File: src/rtl/alu_exec_pkg.sv
// alu_exec_pkg: shared widths, op-code and FSM encodings, and the
// single-cycle ALU evaluation used by the alu_exec execute stage.
package alu_exec_pkg;

   localparam int DATA_W = 8;
   localparam int IDX_W  = 3;
   localparam int PROD_W = 2 * DATA_W;

   typedef enum logic [2:0] {
      OP_ADD = 3'b000,
      OP_SUB = 3'b001,
      OP_AND = 3'b010,
      OP_OR  = 3'b011,
      OP_XOR = 3'b100,
      OP_SHL = 3'b101,
      OP_SHR = 3'b110,
      OP_MUL = 3'b111
   } op_e;

   typedef enum logic [1:0] {
      ST_IDLE = 2'b00,
      ST_MUL  = 2'b01,
      ST_WB   = 2'b10
   } state_e;

   typedef struct packed {
      logic              cf;
      logic [DATA_W-1:0] data;
   } alu_res_t;

   // Single-cycle ALU result and carry/borrow. MUL is not handled here:
   // it goes through the sequential multiplier and yields zeros.
   function automatic alu_res_t alu_eval(input op_e op,
                                         input logic [DATA_W-1:0] a,
                                         input logic [DATA_W-1:0] b);
      alu_res_t          res;
      logic [DATA_W:0]   wide;
      wide     = 9'd0;
      res.cf   = 1'b0;
      res.data = 8'h00;
      case (op)
         OP_ADD: begin
            wide     = {1'b0, a} + {1'b0, b};
            res.cf   = wide[DATA_W];
            res.data = wide[DATA_W-1:0];
         end
         OP_SUB: begin
            // ninth bit of the 9-bit difference is the borrow (a < b)
            wide     = {1'b0, a} - {1'b0, b};
            res.cf   = wide[DATA_W];
            res.data = wide[DATA_W-1:0];
         end
         OP_AND:  res.data = a & b;
         OP_OR:   res.data = a | b;
         OP_XOR:  res.data = a ^ b;
         OP_SHL:  res.data = a << b[2:0];
         OP_SHR:  res.data = a >> b[2:0];
         default: begin
            res.cf   = 1'b0;
            res.data = 8'h00;
         end
      endcase
      return res;
   endfunction

endpackage

File: src/rtl/mul8_seq.sv
// mul8_seq: 8x8 unsigned shift-add multiplier, one multiplier bit per
// clock, LSB first. Present only when ALU_EXEC_MUL_EN is defined.
// 'product' shows the accumulator including the step being applied this
// cycle, so it is the final product while 'done' is high.
`ifdef ALU_EXEC_MUL_EN
module mul8_seq
   import alu_exec_pkg::*;
(
   input  logic              CLK,
   input  logic              RST,
   input  logic              start,
   input  logic [DATA_W-1:0] a,
   input  logic [DATA_W-1:0] b,
   output logic [2:0]        count,
   output logic              done,
   output logic [PROD_W-1:0] product
);

   logic [PROD_W-1:0] mcand_r;
   logic [PROD_W-1:0] acc_r;
   logic [PROD_W-1:0] acc_next_s;
   logic [DATA_W-1:0] mplier_r;
   logic [2:0]        cnt_r;
   logic              run_r;

   // One shift-add step: add the shifted multiplicand when the current multiplier bit is set
   always_comb begin
      acc_next_s = acc_r;
      if (mplier_r[0]) begin
         acc_next_s = acc_r + mcand_r;
      end else begin
         acc_next_s = acc_r;
      end
   end

   // Capture operands on start, then run eight iterations and stop
   always_ff @(posedge CLK) begin
      if (RST) begin
         mcand_r  <= 16'h0000;
         acc_r    <= 16'h0000;
         mplier_r <= 8'h00;
         cnt_r    <= 3'd0;
         run_r    <= 1'b0;
      end else if (start) begin
         mcand_r  <= {8'h00, a};
         acc_r    <= 16'h0000;
         mplier_r <= b;
         cnt_r    <= 3'd0;
         run_r    <= 1'b1;
      end else if (run_r) begin
         acc_r    <= acc_next_s;
         mcand_r  <= {mcand_r[PROD_W-2:0], 1'b0};
         mplier_r <= {1'b0, mplier_r[DATA_W-1:1]};
         cnt_r    <= cnt_r + 3'd1;
         if (cnt_r == 3'd7) begin
            run_r <= 1'b0;
         end else begin
            run_r <= 1'b1;
         end
      end
   end

   assign count   = cnt_r;
   assign done    = run_r & (cnt_r == 3'd7);
   assign product = acc_next_s;

endmodule
`endif

File: src/rtl/alu_exec.sv
// alu_exec: execute stage feeding the register-file write-back port.
// ALU ops complete in one cycle; MUL (only when ALU_EXEC_MUL_EN is
// defined) runs on mul8_seq and writes back nine cycles after accept.
// Without ALU_EXEC_MUL_EN, op 111 is accepted as a no-op and busy is 0.
module alu_exec
   import alu_exec_pkg::*;
(
   input  logic              CLK,
   input  logic              RST,
   input  logic              start,
   input  logic [2:0]        op,
   input  logic [IDX_W-1:0]  dst,
   input  logic [DATA_W-1:0] R1,
   input  logic [DATA_W-1:0] R2,
   output logic              busy,
   output logic              wd,
   output logic [IDX_W-1:0]  wdpick,
   output logic [DATA_W-1:0] data,
   output logic              zf,
   output logic              cf
);

   state_e            state_r;
   state_e            state_next_s;
   logic              busy_r;
   logic              busy_next_s;
   logic              wd_r;
   logic              wd_next_s;
   logic [IDX_W-1:0]  pick_r;
   logic [IDX_W-1:0]  pick_next_s;
   logic [DATA_W-1:0] data_r;
   logic [DATA_W-1:0] data_next_s;
   logic              zf_r;
   logic              zf_next_s;
   logic              cf_r;
   logic              cf_next_s;
   alu_res_t          alu_s;

   assign alu_s = alu_eval(op_e'(op), R1, R2);

`ifdef ALU_EXEC_MUL_EN
   logic              mul_start_s;
   logic              mul_done_s;
   logic [2:0]        mul_count_s;
   logic [PROD_W-1:0] mul_product_s;
   logic [IDX_W-1:0]  mul_dst_r;

   mul8_seq u_mul (
      .CLK     (CLK),
      .RST     (RST),
      .start   (mul_start_s),
      .a       (R1),
      .b       (R2),
      .count   (mul_count_s),
      .done    (mul_done_s),
      .product (mul_product_s)
   );

   // Latch the destination at accept so later dst changes cannot retarget the multiply
   always_ff @(posedge CLK) begin
      if (RST) begin
         mul_dst_r <= 3'd0;
      end else if (mul_start_s) begin
         mul_dst_r <= dst;
      end
   end
`endif

   // Next-state and write-back decode; outputs hold unless an op writes back
   always_comb begin
      state_next_s = state_r;
      busy_next_s  = busy_r;
      wd_next_s    = 1'b0;
      pick_next_s  = pick_r;
      data_next_s  = data_r;
      zf_next_s    = zf_r;
      cf_next_s    = cf_r;
`ifdef ALU_EXEC_MUL_EN
      mul_start_s  = 1'b0;
`endif
      case (state_r)
         ST_IDLE: begin
            if (start) begin
               if (op_e'(op) == OP_MUL) begin
`ifdef ALU_EXEC_MUL_EN
                  mul_start_s  = 1'b1;
                  busy_next_s  = 1'b1;
                  state_next_s = ST_MUL;
`else
                  state_next_s = ST_IDLE;
`endif
               end else begin
                  wd_next_s   = 1'b1;
                  pick_next_s = dst;
                  data_next_s = alu_s.data;
                  cf_next_s   = alu_s.cf;
                  zf_next_s   = (alu_s.data == 8'h00);
               end
            end else begin
               state_next_s = ST_IDLE;
            end
         end
`ifdef ALU_EXEC_MUL_EN
         ST_MUL: begin
            // leave one cycle early so the final step lands together with write-back
            if (mul_count_s == 3'd6) begin
               state_next_s = ST_WB;
            end else begin
               state_next_s = ST_MUL;
            end
         end
         ST_WB: begin
            if (mul_done_s) begin
               wd_next_s    = 1'b1;
               pick_next_s  = mul_dst_r;
               data_next_s  = mul_product_s[DATA_W-1:0];
               cf_next_s    = (mul_product_s[PROD_W-1:DATA_W] != 8'h00);
               zf_next_s    = (mul_product_s[DATA_W-1:0] == 8'h00);
               busy_next_s  = 1'b0;
               state_next_s = ST_IDLE;
            end else begin
               state_next_s = ST_WB;
            end
         end
`endif
         default: begin
            state_next_s = ST_IDLE;
            busy_next_s  = 1'b0;
         end
      endcase
   end

   // State and registered outputs; reset aborts any multiply and clears the flags
   always_ff @(posedge CLK) begin
      if (RST) begin
         state_r <= ST_IDLE;
         busy_r  <= 1'b0;
         wd_r    <= 1'b0;
         pick_r  <= 3'd0;
         data_r  <= 8'h00;
         zf_r    <= 1'b0;
         cf_r    <= 1'b0;
      end else begin
         state_r <= state_next_s;
         busy_r  <= busy_next_s;
         wd_r    <= wd_next_s;
         pick_r  <= pick_next_s;
         data_r  <= data_next_s;
         zf_r    <= zf_next_s;
         cf_r    <= cf_next_s;
      end
   end

   assign busy   = busy_r;
   assign wd     = wd_r;
   assign wdpick = pick_r;
   assign data   = data_r;
   assign zf     = zf_r;
   assign cf     = cf_r;

endmodule

File: config.mk
export PLATFORM = sky130hd
export DESIGN_NAME = alu_exec
export DESIGN_NICKNAME = d
export VERILOG_FILES = /design/src/rtl/alu_exec_pkg.sv /design/src/rtl/mul8_seq.sv /design/src/rtl/alu_exec.sv
export SDC_FILE = /design/constraint.sdc
export NUM_CORES = 1
export LEC_CHECK = 0
export CORE_MARGIN = 2
export CORE_UTILIZATION = 50
export CTS_BUF_LIST = sky130_fd_sc_hd__clkbuf_4
export CTS_CLUSTER_SIZE = 20
export DETAILED_ROUTE_END_ITERATION = 10
export DONT_BUFFER_PORTS = 1
export PLACE_DENSITY = 0.72
export SYNTH_ARGS = -nofsm -noshare
export SYNTH_HDL_FRONTEND = slang
export SYNTH_HIERARCHICAL = 1
export SYNTH_SLANG_ARGS = --single-unit
File: constraint.sdc
create_clock -name CLK -period 7.4 [get_ports CLK]
set_input_delay 1.85 -clock CLK [delete_from_list [all_inputs] [get_ports CLK]]
set_output_delay 1.85 -clock CLK [all_outputs]
set_load 0.03 [all_outputs]
==> impl_metrics.env <==
export IMPL_num_rows=23
export IMPL_yosysUniqueCellTypes=60
export IMPL_drc=0
export IMPL_power_uw=241
export IMPL_firstDrtPassIters=5
export IMPL_netlist_top_cells_count="25 x ha_1, 23 x inv_1, 23 x nand2_1, 22 x a21oi_1, 16 x nor2_1"
export IMPL_finalSetupViolations=0
export IMPL_worst_path_max_delay_cell="ha_1"
export IMPL_clk_latency_ns=0.28
export IMPL_gp_congestion=0.932
export IMPL_cts_buffers=3
export IMPL_post_route_util=0.524
export IMPL_grt_max_degree=34
export IMPL_cts_root_buf="clkbuf_4"
export IMPL_n_antenna_cell=0
export IMPL_fin_ws_ns=3.68
export IMPL_synth_area_leader_cell="ha_1"
export IMPL_min_to="wdpick[1]"
export IMPL_ios=40
export IMPL_slew_violations=0
export IMPL_grt_met1_usage=0.308
export IMPL_fmax_mhz=269
export IMPL_worstPathArrival_ns=3.90
export IMPL_worstPathMaxFanout=10
export IMPL_met2_usage=0.358
export IMPL_syn_num_nets=320
export IMPL_status="completed"
export IMPL_ys_flop_type="dfxtp_1"
export IMPL_r2r_cells=2
export IMPL_cpPeakStageDelay_ns=0.47
export IMPL_grt_busiest_layer="met2"
export IMPL_dp_cells=299
export IMPL_leakagePower_nw=0.900
export IMPL_grt_total_usage=0.223
export IMPL_synthArstFlopShare=0
export IMPL_grt_pass1_wl_mm=8.94
export IMPL_final_cell_area_um2=2130
export IMPL_end_kind="flip-flop"
export IMPL_hold_buffers=0
export IMPL_ant_nets=0
export IMPL_post_cts_resized=0
export IMPL_clk_pin_slew_worst_paths_ns=0.08
export IMPL_power_frac_comb=0.428
export IMPL_cp_cell_sequence="clkinv_1 -> ha_1 -> a21oi_1 -> a21boi_0 -> o41ai_1 -> o211ai_1 -> xor2_1 -> a21oi_1 -> a41o_1"
export IMPL_seqCellArea_um2=280
export IMPL_worst_pin_slew_ns=0.667
export IMPL_placed_area_um2=2100
export IMPL_required_ns=7.58
export IMPL_power_frac_clock=0.180
export IMPL_finalHoldViolCount=0
export IMPL_hold_path_startpoint="wdpick[1]"
export IMPL_avgSynthCellArea_um2=7.93
export IMPL_slew_headroom=0.551
export IMPL_die_area_um2=4790
export IMPL_core_area_um2=4060
export IMPL_die_w_um=69.2
export IMPL_grt_met3_usage=0.0334
export IMPL_maxCapViolations=0
export IMPL_routedWlPerCell_um=17.5
export IMPL_grt_antenna_before_repair=0
export IMPL_ys_ff_latch=14
export IMPL_drive_above_1_share=0.0593
export IMPL_post_cts_buffers=0
export IMPL_nets=306
export IMPL_multiInputGateArea_um2=1660
export IMPL_synth_edf_count=0
export IMPL_port_buffers=0
export IMPL_cpMostUsedCell="a21oi_1"
export IMPL_syn_inst=268
export IMPL_yosysSeqAreaShare=0.132
export IMPL_crit_type="in -> reg"
export IMPL_timing_final_crit_share=0.503
export IMPL_ys_warn_count=6
export IMPL_cts_sinks=14
export IMPL_switching_share=0.383
export IMPL_seqPwrFrac=0.392
export IMPL_internal_power_uw=148
export IMPL_finClkSkew_ns=0
export IMPL_htreeDepth=1
export IMPL_drt_wl_total_mm=5.31
export IMPL_tritoncts="done"
export IMPL_syn_to_final_growth_pct=0.0588
export IMPL_vdd_ir_drop_max_mv=0.0545
export IMPL_synth_most_common_cell="ha_1"
export IMPL_finalSetupTns_ns=0
export IMPL_holdPathStages=2
export IMPL_hold_path_class="reg -> reg"
export IMPL_fillerInstances=376
export IMPL_synth_top_area_share=0.147
export IMPL_instances_no_fill=303
export IMPL_yosys_top_cells_area="ha_1 15%, dfxtp_1 13%, mux4_2 7.4%"
export IMPL_rsz0062_at_grt="no"
export IMPL_grt_pass1_vias=1879
export IMPL_initial_core_util=0.524
export IMPL_fp_dieH_um=69.2
export IMPL_powerDensity_nw_per_um2=113
export IMPL_dp_hpwl_mm=4.12
export IMPL_reg2reg_to="data[2]"
export IMPL_cp_num_buf_inv=1
export IMPL_hold_ws_ns=0.596
export IMPL_rrSetupSlack_ns=6.46
export IMPL_clk_path_buf_depth=2
export IMPL_via_count=2002
export IMPL_vias_per_cell=6.61
export IMPL_place_ws_ns=3.42
export IMPL_start_kind="input pin"
export IMPL_period_minus_slack_ns=3.72
export IMPL_synthesis_area_um2=2130
export IMPL_drt_iter0_drc=182
export IMPL_cpLargestDelayFamily="compound AO/OA/AOI/OAI gates"
export IMPL_power_switching_uw=92.2
export IMPL_r2r_start="data[2]"
export IMPL_overflow=0
registers in the layout, summed over array words and instances (netlist names):
name,cells
cf,1
data,8
wd,1
wdpick,3
zf,1
cells in the final DEF, fill, tap and decap left out, types with 3 or more instances in the layout:
cell | synthesis | final
a22o_1 | 3 | 3
o22ai_1 | 3 | 3
o21ai_0 | 9 | 9
a211oi_1 | 8 | 8
xnor2_1 | 4 | 4
a21oi_1 | 22 | 22
dfxtp_1 | 14 | 14
mux2i_1 | 12 | 12
inv_1 | 23 | 23
mux4_2 | 7 | 7
o21bai_1 | 3 | 3
nor2b_1 | 5 | 5
o21a_1 | 3 | 3
ha_1 | 25 | 25
a311oi_1 | 3 | 3
nor3_1 | 7 | 7
xor2_1 | 3 | 3
a31oi_1 | 3 | 3
nor2_1 | 16 | 16
nand2_1 | 23 | 23
nand3_1 | 6 | 6
a22oi_1 | 4 | 4
clkbuf_4 | 0 | 3
worst max path at each step:
stage                     end  depth (start not counted)  startpoint
after floorplan            zf                          9       R2[2]
after global placement     zf                         10       R1[0]
after detailed placement   zf                          9       R2[2]
after CTS                  zf                          9       R2[2]
after global routing       zf                          9       R2[2]
final                      zf                          9       R2[2]
cell type report:
class                   count  share of cell area
clock buffers               3              0.0106
clock inverters             1             0.00176
inverters                  24              0.0424
multi-input cells         210               0.781
flip-flops and latches     14               0.132
well taps                  50              0.0294
repair buffers              1             0.00353
routing by layer:
layer	wire length [um]	part of all wire	vias up
li1	-	-	956
met1	2260	0.42	933
met2	2480	0.47	103
met3	517	0.097	10
met4	61	0.011	0
met5	0	0	-
power groups by stage:
stage / logic (mW) / registers, mW / clock network, mW
2_1_floorplan: 0.0919 / 0.0956 / 0
3_3_place_gp: 0.100 / 0.0961 / 0
3_5_place_dp: 0.101 / 0.0963 / 0
4_1_cts: 0.102 / 0.0945 / 0.0446
5_1_grt: 0.115 / 0.0949 / 0.0466
6_report: 0.103 / 0.0943 / 0.0433
cells by family (layout without fill, tap and decap cells):
logic type                 after synthesis  in the layout  synth area share
AOI/OAI and AO/OA                       83             83             0.274
xor gates and xnor gates                 7              7            0.0288
adders and majority gates               27             27             0.166
buffers and inverters                   44             29            0.0871
DFF                                     14             14             0.132
muxes                                   20             20             0.143
other                                    1              1           0.00176
and+or+nand+nor                         72             72             0.167
worst min-delay path, cell delays in order, from the launching register on:
cell     delay, ns
dfxtp_1       0.41
nand2_1       0.09
a21oi_1       0.06
No activity file was read; power rests on OpenSTA's default activity.
